File: src/rtl/dmem_arbiter.sv
// rtl/dmem_arbiter.sv - round-robin arbiter sharing the data-cache port between loads and store commits
// Latches the granted request and drives the cache until mem_resp; flushed loads complete silently.
module dmem_arbiter #(
   parameter int ADDR_W = 32,
   parameter int DATA_W = 32
) (
   input  logic              clk,
   input  logic              rst,
   input  logic              flush,
   input  logic              ld_req,
   input  logic [ADDR_W-1:0] ld_addr,
   output logic              ld_ack,
   output logic [DATA_W-1:0] ld_rdata,
   input  logic              st_req,
   input  logic [ADDR_W-1:0] st_addr,
   input  logic [DATA_W-1:0] st_wdata,
   input  logic [3:0]        st_be,
   output logic              st_ack,
   output logic              mem_read,
   output logic              mem_write,
   output logic [ADDR_W-1:0] mem_address,
   output logic [DATA_W-1:0] mem_wdata,
   output logic [3:0]        mem_byte_enable,
   input  logic [DATA_W-1:0] mem_rdata,
   input  logic              mem_resp
);

   localparam logic [1:0] IDLE  = 2'd0;
   localparam logic [1:0] LOAD  = 2'd1;
   localparam logic [1:0] STORE = 2'd2;

   logic [1:0]        state;
   logic              last_store;
   logic              drop;
   logic [ADDR_W-1:0] addr_q;
   logic [DATA_W-1:0] wdata_q;
   logic [3:0]        be_q;

   logic ld_ok;
   logic grant_st;
   logic grant_ld;

   // A load that coincides with a flush is already dead and never competes.
   assign ld_ok    = ld_req & ~flush;
   assign grant_st = (state == IDLE) & st_req & (~ld_ok | ~last_store);
   assign grant_ld = (state == IDLE) & ld_ok & ~grant_st;

   always_ff @(posedge clk or posedge rst) begin
      if (rst) begin
         state      <= IDLE;
         last_store <= 1'b0;
         drop       <= 1'b0;
         addr_q     <= '0;
         wdata_q    <= '0;
         be_q       <= 4'h0;
      end else begin
         case (state)
            IDLE: begin
               drop <= 1'b0;
               if (grant_st) begin
                  state      <= STORE;
                  last_store <= 1'b1;
                  addr_q     <= st_addr;
                  wdata_q    <= st_wdata;
                  be_q       <= st_be;
               end else if (grant_ld) begin
                  state      <= LOAD;
                  last_store <= 1'b0;
                  addr_q     <= ld_addr;
                  wdata_q    <= '0;
                  be_q       <= 4'hF;
               end
            end
            LOAD: begin
               // The read runs to completion; drop only suppresses its ack.
               if (mem_resp) begin
                  state <= IDLE;
                  drop  <= 1'b0;
               end else if (flush) begin
                  drop <= 1'b1;
               end
            end
            STORE: begin
               if (mem_resp) begin
                  state <= IDLE;
               end
            end
            default: begin
               state <= IDLE;
               drop  <= 1'b0;
            end
         endcase
      end
   end

   assign mem_read        = (state == LOAD);
   assign mem_write       = (state == STORE);
   assign mem_address     = addr_q;
   assign mem_wdata       = wdata_q;
   assign mem_byte_enable = be_q;

   assign ld_ack   = mem_resp & (state == LOAD) & ~drop & ~flush;
   assign ld_rdata = ld_ack ? mem_rdata : '0;
   assign st_ack   = mem_resp & (state == STORE);

endmodule
File: config.mk
export PLATFORM = sky130hd
export DESIGN_NAME = dmem_arbiter
export DESIGN_NICKNAME = d
export VERILOG_FILES = /design/src/rtl/dmem_arbiter.sv
export SDC_FILE = /design/constraint.sdc
export NUM_CORES = 1
export LEC_CHECK = 0
export ABC_AREA = 1
export BUFFER_PORTS_ARGS = -buffer_cell sky130_fd_sc_hd__buf_2
export CORE_ASPECT_RATIO = 1.4
export CORE_UTILIZATION = 30
export CTS_CLUSTER_SIZE = 25
export DETAILED_ROUTE_END_ITERATION = 10
export PLACE_DENSITY = 0.72
export SLEW_MARGIN = 0
export SYNTH_ARGS = -nofsm -noshare
export SYNTH_HDL_FRONTEND = slang
export SYNTH_SLANG_ARGS = --single-unit
File: constraint.sdc
create_clock -name clk -period 7 [get_ports clk]
set_input_delay 1.4 -clock clk [delete_from_list [all_inputs] [get_ports clk]]
set_output_delay 1.4 -clock clk [all_outputs]
set_load 0.005 [all_outputs]
Word-level counts from Yosys, hierarchy flattened
Index checks and enable logic that the tools add are counted.
{"block": "word_totals", "ramBits": 0, "n_memories": 0, "out_inout_bits": 104, "latchBits": 0, "register_bits": 72, "mem_bits_ro": 0}
{"block": "classes", "n_mux": 16, "n_eq_ne": 5, "magnitude_cmp": 0, "add_sub_neg": 0, "shifts": 0, "div": 0, "bitwise": 16, "mul": 0, "n_reduce_logical": 6}
{"operator": "2-to-1 mux 32 bit", "count": 5}
{"operator": "AND 1 bit", "count": 9}
{"operator": "2-to-1 mux 4 bit", "count": 2}
{"operator": "2-to-1 mux 2 bit", "count": 3}
{"operator": "inverter 1 bit", "count": 6}
{"operator": "AND reduction 2 bit", "count": 3}
{"operator": "2-to-1 mux 1 bit", "count": 4}
{"operator": "one-hot mux 2 bit (2 select lines)", "count": 1}
{"operator": "inequality test 3 x 2 -> 1 bit (second input constant)", "count": 1}
{"operator": "inequality test 3 bit (second input constant)", "count": 1}
{"operator": "equality test 2 x 1 -> 1 bit (second input constant)", "count": 1}
{"operator": "equality test 2 bit (second input constant)", "count": 1}
{"operator": "logical NOT 2 bit", "count": 1}
{"operator": "inequality test 2 x 1 -> 1 bit (second input constant)", "count": 1}
{"operator": "one-hot mux 1 bit (2 select lines)", "count": 1}
{"operator": "nonzero test 2 bit", "count": 1}
{"operator": "OR reduction 2 bit", "count": 1}
{"operator": "bitwise OR 1 bit", "count": 1}

Logic depth before layout (Yosys ltp)
Gate-level depths: netlist (run 1).
{"block": "depth", "word_depth": 10, "ltp_mapped": 10, "ltp_nobuf": 8}

Worst setup path before layout (run 1)
Ideal clock, no wire load.
{"block": "synth_timing", "kind": "input-to-output", "start": "input flush", "end": "output ld_rdata[22]", "stages": 4, "arrival_time_ns": 1.984, "n_path_buf": 1, "setup_slack_ns": 3.616, "cell_sequence": "inv_2 > nand4_1 > clkbuf_1 > nor2_1"}
{"block": "synth_between", "elab_chain_cells": 3}
{"element": "from (decl)", "line_no": "9", "text": "input logic flush,"}
{"element": "inverter 1 bit", "line_no": "102", "text": "assign ld_ack = mem_resp & (state == LOAD) & ~drop & ~flush;"}
{"element": "AND 1 bit", "line_no": "102"}
{"element": "2-to-1 mux 32 bit", "line_no": "103", "text": "assign ld_rdata = ld_ack ? mem_rdata : '0;"}
{"element": "to (decl)", "line_no": "13", "text": "output logic [DATA_W-1:0] ld_rdata,"}
Every way passes these cells.

Worst setup path after layout (run 1)
{"block": "layout_timing", "start": "input flush", "end": "output ld_rdata[21]"}
Same word-level chain as after synthesis.

==> results.md, run 1 <==
* Status: completed
* Kind of critical path: in2out
* Commonest cells in the netlist: nand2_1, inv_1, dfrtp_1
* GRT overflow at 0
* Netlist Area Pre-Place at between 3000 and 4000 sq um
* R2R cell count at 8
* Routed WL per cell at roughly 12 microns
* Sw frac at between 30% and 40%
* Critical Path Fanout Max at 33
* CTS Buf Count at 9
* Total Wirelength at around 10000 microns
* Critical Path End Type: primary output
* Area Growth Syn to Fin at 43.3%
* Cells after Synth at 500
* Ant diodes at 0
* Most area-hungry cell type in the Yosys netlist: dfrtp_1
* Setup slack, reg-to-reg at approximately 4.2 ns
* Via Count at 3716
* Post-Synthesis Net Count at ~640
* H-tree depth at 3
* Yosys cell types at 20
* Maxcap violations at 0
* CP max-delay cell: nand4_1
* Clk sinks at just over 70
* CTS resizes at 0
* Synth top area cells: dfrtp_1, nand2_1, inv_1
* DRT Pass-1 Iters at 5
* Top_reg_cell synth: dfrtp_1
* Most frequent cell after synthesis: nand2_1
* Warnings from Yosys at 0
* # port buffers at around 240
* Setup tns final at 0 ns
* CP startpoint kind: primary input
* Setup crit start: flush
* Area share of the largest cell type after synthesis at about half
* Power Total at 1.97 mW
* Ys async rst share at 100%
* Period utilisation layout at about 63%
* Number of flops mapped to enable cells by yosys at 0
* LEAKAGE at 3.29 nW
* CP peak stage delay at 0.91 ns
* Initial antenna violation count at 1
* Root Buffer: clkbuf_16
* Post-CTS Setup Inserts at 0
* Design area at 5260 sq um
* Largest net degree at the start of global routing at 73
* RR Startpoint: state[0]
* Seq pwr share at roughly 37%
* Internal Power at 1.26 mW
* Fill count at between 1000 and 1500
* Clock transition at path regs at 0.05 ns
* Avg Vias per Cell at 4.22
* Unrepaired setup endpoints after global routing: no
* DIE WIDTH at ~95 microns
* Post-layout min period at ~4.4 ns
* DRC at 0
* Slew @ Worst Pin at ~1.2 ns
* CP Cell Sequence: buf_2 > inv_2 > nand4_1 > nor2_1 > buf_2
* Clk buf depth at 2
* Comb pwr share at between 30% and 40%
* Placed Area at approximately 4900 sq um
* Fin util at between 40% and 50%
* Hold EP: mem_wdata[10]
* Slew HR at between 20% and 30%
* Power share of the clock group at between 20% and 30%
* Hold Crit Depth at 2
* Share of layout cells above drive strength 1 at between 30% and 40%
* Die Y at ~130 microns
* Final Max Slew Viols at 0
* Worst path most repeated cell: buf_2
* Psw at 711 uW
* Hpwl dp at between 7000 and 8000 microns
* Worst skew pair latency at around 0.33 ns
* Hold WC Path Type: reg2reg
* 1st-iter DRT viols at 90
* WP data arrival at 3.03 ns
* Fmax at 0.226 GHz
* Fin nets at 870
* I/O pin count at 242
* Total core area at between 10000 and 15000 sq um
* TritonCTS clock tree: built
* First-pass GRT wire length at around 16000 microns
* # hold bufs at CTS at 0
* Antenna viol nets, final at 0
* Row count at 47
* #FFs+latches synth at between 70 and 80
* HP Start: mem_wdata[10]
* Worst path top cell family by delay: simple AND/OR/NAND/NOR gates
* Buffers and inverters on the worst path at 3
* Hold Vio Cnt, Final at 0
* Overall routing resource usage at between 10% and 20%
* Worst Skew at between 0.005 and 0.006 ns
* Critical Path RT at about 5.6 ns
* Die area at 12700 sq um
* Setup violators final at 0
* Share of the yosys chip area belonging to registers at between 40% and 50%
* Placer Congestion at 0.803
* Synthesized area per cell at approximately 7.3 sq um
* Vias in the first global route at 3375
* Initial Util at a little under a third
* Pwr/cell area at 374 nW/um^2
* Peak VDD IR at 0.000114 V
* Reg-to-reg endpoint: mem_wdata[24]
cell families (layout without fill, tap and decap cells):
logic type | count (synthesis) | after routing | synth area share, %
simple gates | 288 | 288 | 33.2
buf+inv | 102 | 336 | 11.7
flops | 72 | 72 | 49.1
compound gates | 35 | 35 | 5.08
fa+ha+maj | 3 | 3 | 1.02
per-layer routing:
layer	GRT usage, %	wire [microns]	share of wire [%]
met2	27.8	5160	50
met5	0	13	0.13
met3	3.85	583	5.6
met1	19.5	4480	43
met4	5.80	162	1.6
placed cells by master, fill, tap and decap left out, drive strengths merged:
master | netlist | routed
inv | 76 | 75
nand2 | 205 | 205
nand3 | 3 | 3
ha | 3 | 3
buf | 17 | 244
nand3b | 32 | 32
clkinvlp | 0 | 1
nand4 | 2 | 2
clkinv | 0 | 3
dfrtp | 72 | 72
a21oi | 2 | 2
o21ai | 33 | 33
clkbuf | 9 | 11
nor2 | 46 | 46
bufinv | 0 | 2
worst max path at each step:
stage                              end  slack (ns)  depth (start not counted)
after floorplan           ld_rdata[22]        3.62                          4
after global placement    ld_rdata[20]        2.79                          5
after detailed placement  ld_rdata[23]        2.61                          5
after CTS                 ld_rdata[23]        2.58                          5
after global routing      ld_rdata[14]        2.33                          5
final                     ld_rdata[21]        2.57                          5
per-stage QoR:
step                std cells  setup WS [ns]  hold WS (ns)
floorplan                 500           3.62         0.463
global placement          865           2.79         0.457
detailed placement        865           2.61         0.460
CTS                       881           2.58         0.475
global route              881           2.33         0.484
finish                    881           2.57         0.469
tightest hold or removal path, stage by stage (launching register included):
cell and delay, ns:
dfrtp_1 0.33, nand2_1 0.05, nand2_1 0.05
registers in the layout, summed over array words and instances, names as in the netlist:
signal and count:
mem_address 32, mem_byte_enable 4, state 2, last_store 1, mem_wdata 32, drop 1
cell type report:
type | count | area (sq um) | area share (%)
tap | 147 | 184 | 3.50
multi-input combinational | 326 | 1440 | 27.5
clock inverter | 5 | 81.3 | 1.55
clock buffer | 11 | 233 | 4.43
timing repair buffer | 244 | 1230 | 23.4
inverter | 76 | 287 | 5.45
sequential | 72 | 1800 | 34.3
power by group through the flow:
stage | registers [mW] | logic [mW] | clock network [mW]
6_report | 0.727 | 0.763 | 0.478
5_1_grt | 0.753 | 0.879 | 0.511
4_1_cts | 0.728 | 0.781 | 0.491
3_5_place_dp | 0.729 | 0.781 | 0
3_3_place_gp | 0.726 | 0.764 | 0
2_1_floorplan | 0.750 | 0.422 | 0
Note: power is estimated with default switching activity, not from simulation.
==> run 2: changes to the inputs <==
ABC_AREA = 0   (was 1)
PLACE_DENSITY = 0.71   (was 0.72)
clock period = 4.14 ns   (was 7 ns; I/O delays follow)
==> run 2 against run 1 <==
Against the previous run:
- total power is 75% higher
- synthesized area rose by 0.41%
- critical path depth unchanged
- via count is 3.3% lower
- global-route usage grew 1.3 points
- critical endpoint is now ld_rdata[26]
- final area fell by 0.79%
- clock skew is 0.0038 ns higher
==> results.md, run 2 <==
* Area Growth Syn to Fin at 41.5%
* Post-Synthesis Net Count at 478 (-25%)
* # hold bufs at CTS at 0 (unchanged)
* GR met1 Demand/Resource at 21.5% (+2.0 points)
* CTS Buf Count at 9 (unchanged)
* DRT Pass-1 Iters at 4 (-1)
* First-pass GRT wire length at 17400 microns (+8.6%)
* Yosys cell types at 27 (+35%)
* Total core area at 11900 sq um (unchanged)
* TritonCTS clock tree: built
* Power Total at 3.44 mW (+75%)
* #FFs+latches synth at 72 (unchanged)
* Via Count at 3594 (-3.3%)
* CP max-delay cell: and4bb_2
* Cells after Synth at 337 (-33%)
* Worst skew pair latency at 0.33 ns (about the same)
* Fmax at roughly 0.36 GHz
* CP Cell Sequence: inv_1 > ha_1 > and4bb_2 > and2_1 > buf_2
* Total Wirelength at 11500 microns (+11%)
* Netlist Area Pre-Place at 3690 sq um (+0.41%)
* Fin nets at 695 (-20%)
* Commonest cells in the netlist: dfrtp_1, o22a_1, and2_1
* H-tree depth at 3 (unchanged)
* GRT overflow at 0 (unchanged)
* Hpwl dp at 8310 microns (+10%)
* Routing usage on met2 at 28.8% (+0.95 points)
* Root Buffer: clkbuf_16
* Pwr/cell area at 659 nW/um^2 (+76%)
* Period utilisation layout at approximately two thirds
* Die area at 12700 sq um (+0.40%)
* Initial Util at 31.0% (+0.13 points)
* Met3 GRT Util at 4.97% (+1.1 points)
* CP peak stage delay at 0.57 ns (-0.34 ns)
* Maxcap violations at 0 (unchanged)
* Kind of critical path: reg2out
* Routed WL per cell at 16.3 microns (+38%)
* DRC at 0 (unchanged)
* Ys async rst share at 100% (unchanged)
* Fin util at 43.9% (-0.35 points)
* Row count at 47 (unchanged)
* Critical Path Fanout Max at 33 (unchanged)
* Unrepaired setup endpoints after global routing: no
* Top_reg_cell synth: dfrtp_1
* CTS resizes at 0 (unchanged)
* Largest net degree at the start of global routing at 53 (-27%)
* I/O pin count at 242 (unchanged)
* Most frequent cell after synthesis: dfrtp_1
* # port buffers at 241 (unchanged)
* Synthesized area per cell at 10.9 sq um (+49%)
* Antenna viol nets, final at 0 (unchanged)
* Hold WC Path Type: reg2reg
* Critical Path RT at 3.31 ns (-2.29 ns)
* Placer Congestion at 0.757 (-5.8%)
* Post-layout min period at ~2.7 ns
* Slew HR at 18.8% (-1.6 points)
* Most area-hungry cell type in the Yosys netlist: dfrtp_1
* Critical Path End Type: primary output
* Slew @ Worst Pin at 1.22 ns (+0.0280 ns)
* Number of flops mapped to enable cells by yosys at 0 (unchanged)
* Setup tns final at 0 ns (unchanged)
* Most used routing layer: met2
* Post-CTS Setup Inserts at 0 (unchanged)
* Die Y at 133 microns (+0.20%)
* Peak VDD IR at 0.000285 V (+150%)
* Overall routing resource usage at 17.6% (+1.3 points)
* CP startpoint kind: flip-flop
* Share of layout cells above drive strength 1 at 48.5% (+12 points)
* WP data arrival at 1.92 ns (-1.11 ns)
* Initial antenna violation count at 1 (unchanged)
* Clk sinks at 72 (unchanged)
* Final Max Slew Viols at 0 (unchanged)
* Clk buf depth at 2 (unchanged)
* Clock transition at path regs at 0.06 ns (about the same)
* Final worst setup slack at 1.39 ns (-1.18 ns)
* DIE WIDTH at 95.7 microns (+0.20%)
* Synth top area cells: dfrtp_1, o22a_1, a22o_1
* Most frequent cells in the layout: buf_2, dfrtp_1, o22a_1, and2_1
* LEAKAGE at 2.62 nW (-20%)
* Placement Setup Slack at 1.43 ns (-1.18 ns)
* Vias in the first global route at 3558 (+5.4%)
* 1st-iter DRT viols at 110 (+22%)
* Worst Skew at 0.00932 ns (+0.00384 ns)
* Area share of the largest cell type after synthesis at 48.9% (-0.20 points)
* Avg Vias per Cell at 5.08 (+21%)
* Hold Vio Cnt, Final at 0 (unchanged)
* Share of the yosys chip area belonging to registers at 48.9% (-0.20 points)
* Status: completed
* Warnings from Yosys at 0 (unchanged)
* Most common cell after layout, fill and taps aside: buf_2
* Setup violators final at 0 (unchanged)
[run 2: cell count changes after synthesis, moves of 29 or more]
cell,delta
nand2_1,-197
inv_1,-68
nor2_1,-46
o22a_1,+36
and2_1,+34
a21boi_0,+32
a22o_1,+32
o221ai_1,+32
nand3b_1,-31
o21ai_0,-29
[run 2: where the power goes]
part	switching [mW]	internal, mW
logic	0.722	0.725
registers	0.178	1.05
clock network	0.293	0.466
total	1.19	2.24
[run 2: final timing paths]
check / cells after the start / startpoint / end / slack (ns)
setup reg to reg: 6 / state[0] / state[1] / 2.02
hold / removal: 1 / mem_byte_enable[2] / mem_byte_enable[2] / 0.48
hold reg to reg: 1 / mem_byte_enable[2] / mem_byte_enable[2] / 0.48
min in group asynchronous: 2 / rst / mem_wdata[18] / 0.68
max in group asynchronous: 3 / rst / mem_wdata[23] / 2.65
setup / recovery: 5 / state[1] / ld_rdata[26] / 1.39
[run 2: metal layers]
layer	part of all wire, %	routed length [microns]
met2	49	5700
met5	0	0
met3	5.5	634
met1	43	4950
met4	2.1	240
[run 2: metrics by stage]
| stage | hold WS (ns) | cells | area, sq um |
|---|---|---|---|
| after CTS | 0.487 | 706 | 5220 |
| after detailed placement | 0.473 | 690 | 4920 |
| after global routing | 0.502 | 706 | 5220 |
| after floorplan | 0.465 | 337 | 3690 |
| final | 0.484 | 707 | 5220 |
| after global placement | 0.474 | 690 | 4920 |
[run 2: kinds of logic (layout without fill, tap and decap cells)]
kind of cell,Yosys count,in the layout,synth area share (%)
AO/OA/AOI/OAI,139,139,31.7
flip-flops,72,72,48.9
AND/OR/NAND/NOR,74,74,11.5
adder cells (fa/ha/maj),3,3,1.02
multiplexers,1,1,0.272
buffers and inverters,48,270,6.62
other,0,1,0
[run 2: cell type report]
cell class,count,area [sq um]
Tap cell,147,184
Timing Repair Buffer,249,1270
Clock inverter,7,72.6
Fill cell,1168,6660
Clock buffer,9,225
Antenna cell,1,2.50
Inverter,5,20.0
Sequential cell,72,1800
Multi-Input combinational cell,217,1650
[run 2: critical path: cells and delay by family (launching register included)]
family | cells | cell delay (ns)
simple gates | 2 | 0.78
flops | 1 | 0.37
buf+inv | 2 | 0.21
fa+ha+maj | 1 | 0.22
==> run 3: changes to the inputs <==
ABC_AREA = 1   (was 0)
PLACE_DENSITY = 0.74   (was 0.71)
clock period = 2.45 ns   (was 4.14 ns; I/O delays follow)
==> run 3 against run 2 <==
Against the previous run:
- non-clock buffer count unchanged
- total power is 62% higher
- clock power increased by 65%
- core utilization up 0.63 points
- critical path depth increased by 1
- sequential power grew 70%
- worst hold slack lost 0.27 ns
- worst setup slack got worse by 1.1 ns
- first-iteration DRC count is 4.5% higher
- final area is 1.4% higher
- largest cell class unchanged
- largest power group unchanged
==> results.md, run 3 (synthesis results as in run 1) <==
* Root Buffer: clkbuf_16
* Period utilisation layout at roughly 87%
* Vias in the first global route at 3466 (-2.6%)
* TritonCTS clock tree: built
* Largest net degree at the start of global routing at 47 (-11%)
* Overall routing resource usage at 16.8% (-0.81 points)
* Peak VDD IR at 0.000368 V (+29%)
* Die area at 12700 sq um (-0.40%)
* Clk buf depth at 2 (unchanged)
* Slew @ Worst Pin at 0.624 ns (-0.594 ns)
* Placer Congestion at 0.773 (+2.2%)
* Avg Vias per Cell at 4.23 (-17%)
* Setup tns final at 0 ns (unchanged)
* Hold Vio Cnt, Final at 0 (unchanged)
* Critical Path End Type: primary output
* Pwr/cell area at 1050 nW/um^2 (+59%)
* DRT Pass-1 Iters at 4 (unchanged)
* Most frequent cells in the layout: buf_2, nand2_1, inv_1, dfrtp_1, nor2_1
* Maxcap violations at 0 (unchanged)
* Worst Skew at 0.00923 ns (-0.0000935 ns)
* Design area at 5290 sq um (+1.4%)
* I/O pin count at 242 (unchanged)
* Ant diodes at 0 (-1)
* Fill count at 1260 (+7.9%)
* Worst hold slack at 0.215 ns (-0.269 ns)
* Final Max Slew Viols at 0 (unchanged)
* Setup violators final at 0 (unchanged)
* Clk sinks at 72 (unchanged)
* Initial Util at 30.9% (-0.13 points)
* Status: completed
* Total core area at 11900 sq um (unchanged)
* DRC at 0 (unchanged)
* WP data arrival at 1.64 ns (-0.28 ns)
* Fmax at around 0.47 GHz
* Routed WL per cell at 12.0 microns (-27%)
* Hpwl dp at 8020 microns (-3.6%)
* Post-CTS Setup Inserts at 0 (unchanged)
* Share of layout cells above drive strength 1 at 37.2% (-11 points)
* Unrepaired setup endpoints after global routing: no
* Critical Path RT at 1.96 ns (-1.35 ns)
* Hold WC Path Type: in2async
* Slew HR at 58.4% (+40 points)
* Post-layout min period at ~2.1 ns
* Worst skew pair latency at 0.33 ns (about the same)
* LEAKAGE at 3.30 nW (+26%)
* First-pass GRT wire length at 16500 microns (-5.3%)
* Antenna viol nets, final at 0 (unchanged)
* CTS resizes at 0 (unchanged)
* Non-Filler Instances at 886 (+25%)
* R2R cell count at 8 (+2)
* Setup slack, reg-to-reg at 0.58 ns (-1.44 ns)
* Fin nets at 875 (+26%)
* Row count at 47 (unchanged)
* Area Growth Syn to Fin at 44.2%
* Initial antenna violation count at 1 (unchanged)
* Die Y at 133 microns (-0.20%)
* 1st-iter DRT viols at 115 (+4.5%)
* CTS Buf Count at 9 (unchanged)
* GRT overflow at 0 (unchanged)
* Total Wirelength at 10600 microns (-8.0%)
* H-tree depth at 3 (unchanged)
* DIE WIDTH at 95.5 microns (-0.20%)
* # port buffers at 241 (unchanged)
* Via Count at 3750 (+4.3%)
* Kind of critical path: reg2out
* # hold bufs at CTS at 0 (unchanged)
* Dpl cells at 870 (+26%)
* Clock transition at path regs at 0.06 ns (about the same)
* Reg-to-reg endpoint: mem_wdata[26]
* CP startpoint kind: flip-flop
* Most common cell after layout, fill and taps aside: buf_2
* Placed Area at 5010 sq um (+1.8%)
* Critical Path Fanout Max at 33 (unchanged)
* RR Startpoint: state[0]
run 3: worst max-delay path by stage:
stage,startpoint,end,slack (ns),cells after the start
detailed placement,state[1],mem_wdata[26],0.57,8
global placement,state[0],mem_wdata[25],0.64,8
finish,state[1],ld_rdata[12],0.32,6
global route,state[1],ld_rdata[21],0.15,6
CTS,state[1],ld_rdata[12],0.28,6
floorplan,rst,drop,0.14,1
run 3: area by class of cell:
cell class	instances	area, sq um	area share [%]
clock buffers	9	225	4.26
repair buffers	249	1290	24.4
clock inverters	7	60.1	1.13
well taps	147	184	3.48
flip-flops and latches	72	1800	34.0
inverters	76	287	5.41
multi-input cells	326	1440	27.3
run 3: power by group:
part	internal, mW	total (mW)	switching (mW)
Combinational	0.955	2.22	1.26
Clock	0.703	1.25	0.544
Sequential	1.78	2.09	0.310
Total	3.44	5.55	2.12
run 3: critical path: stages (launching register included):
cell and delay [ns]:
dfrtp_1 0.40, inv_1 0.09, ha_1 0.21, nand4_1 0.12, buf_4 0.24, nor2_1 0.13, buf_2 0.12
run 3: per-layer routing:
metal  track usage, %  part of all wire, %  up-vias
met2             29.2                   50      124
met3             4.37                  6.1       13
met4             4.73                  1.2        2
met1             19.9                   43     1654
li1                 -                    -     1957
met5                0                 0.12        -
run 3: stage by stage:
step / utilization (%) / power, mW / worst slack, ns
floorplan: - / 3.35 / 0.135
global placement: 42.2 / 4.30 / 0.636
detailed placement: 42.2 / 4.36 / 0.566
CTS: 44.6 / 5.64 / 0.279
global route: 44.6 / 6.06 / 0.145
finish: 44.6 / 5.55 / 0.315
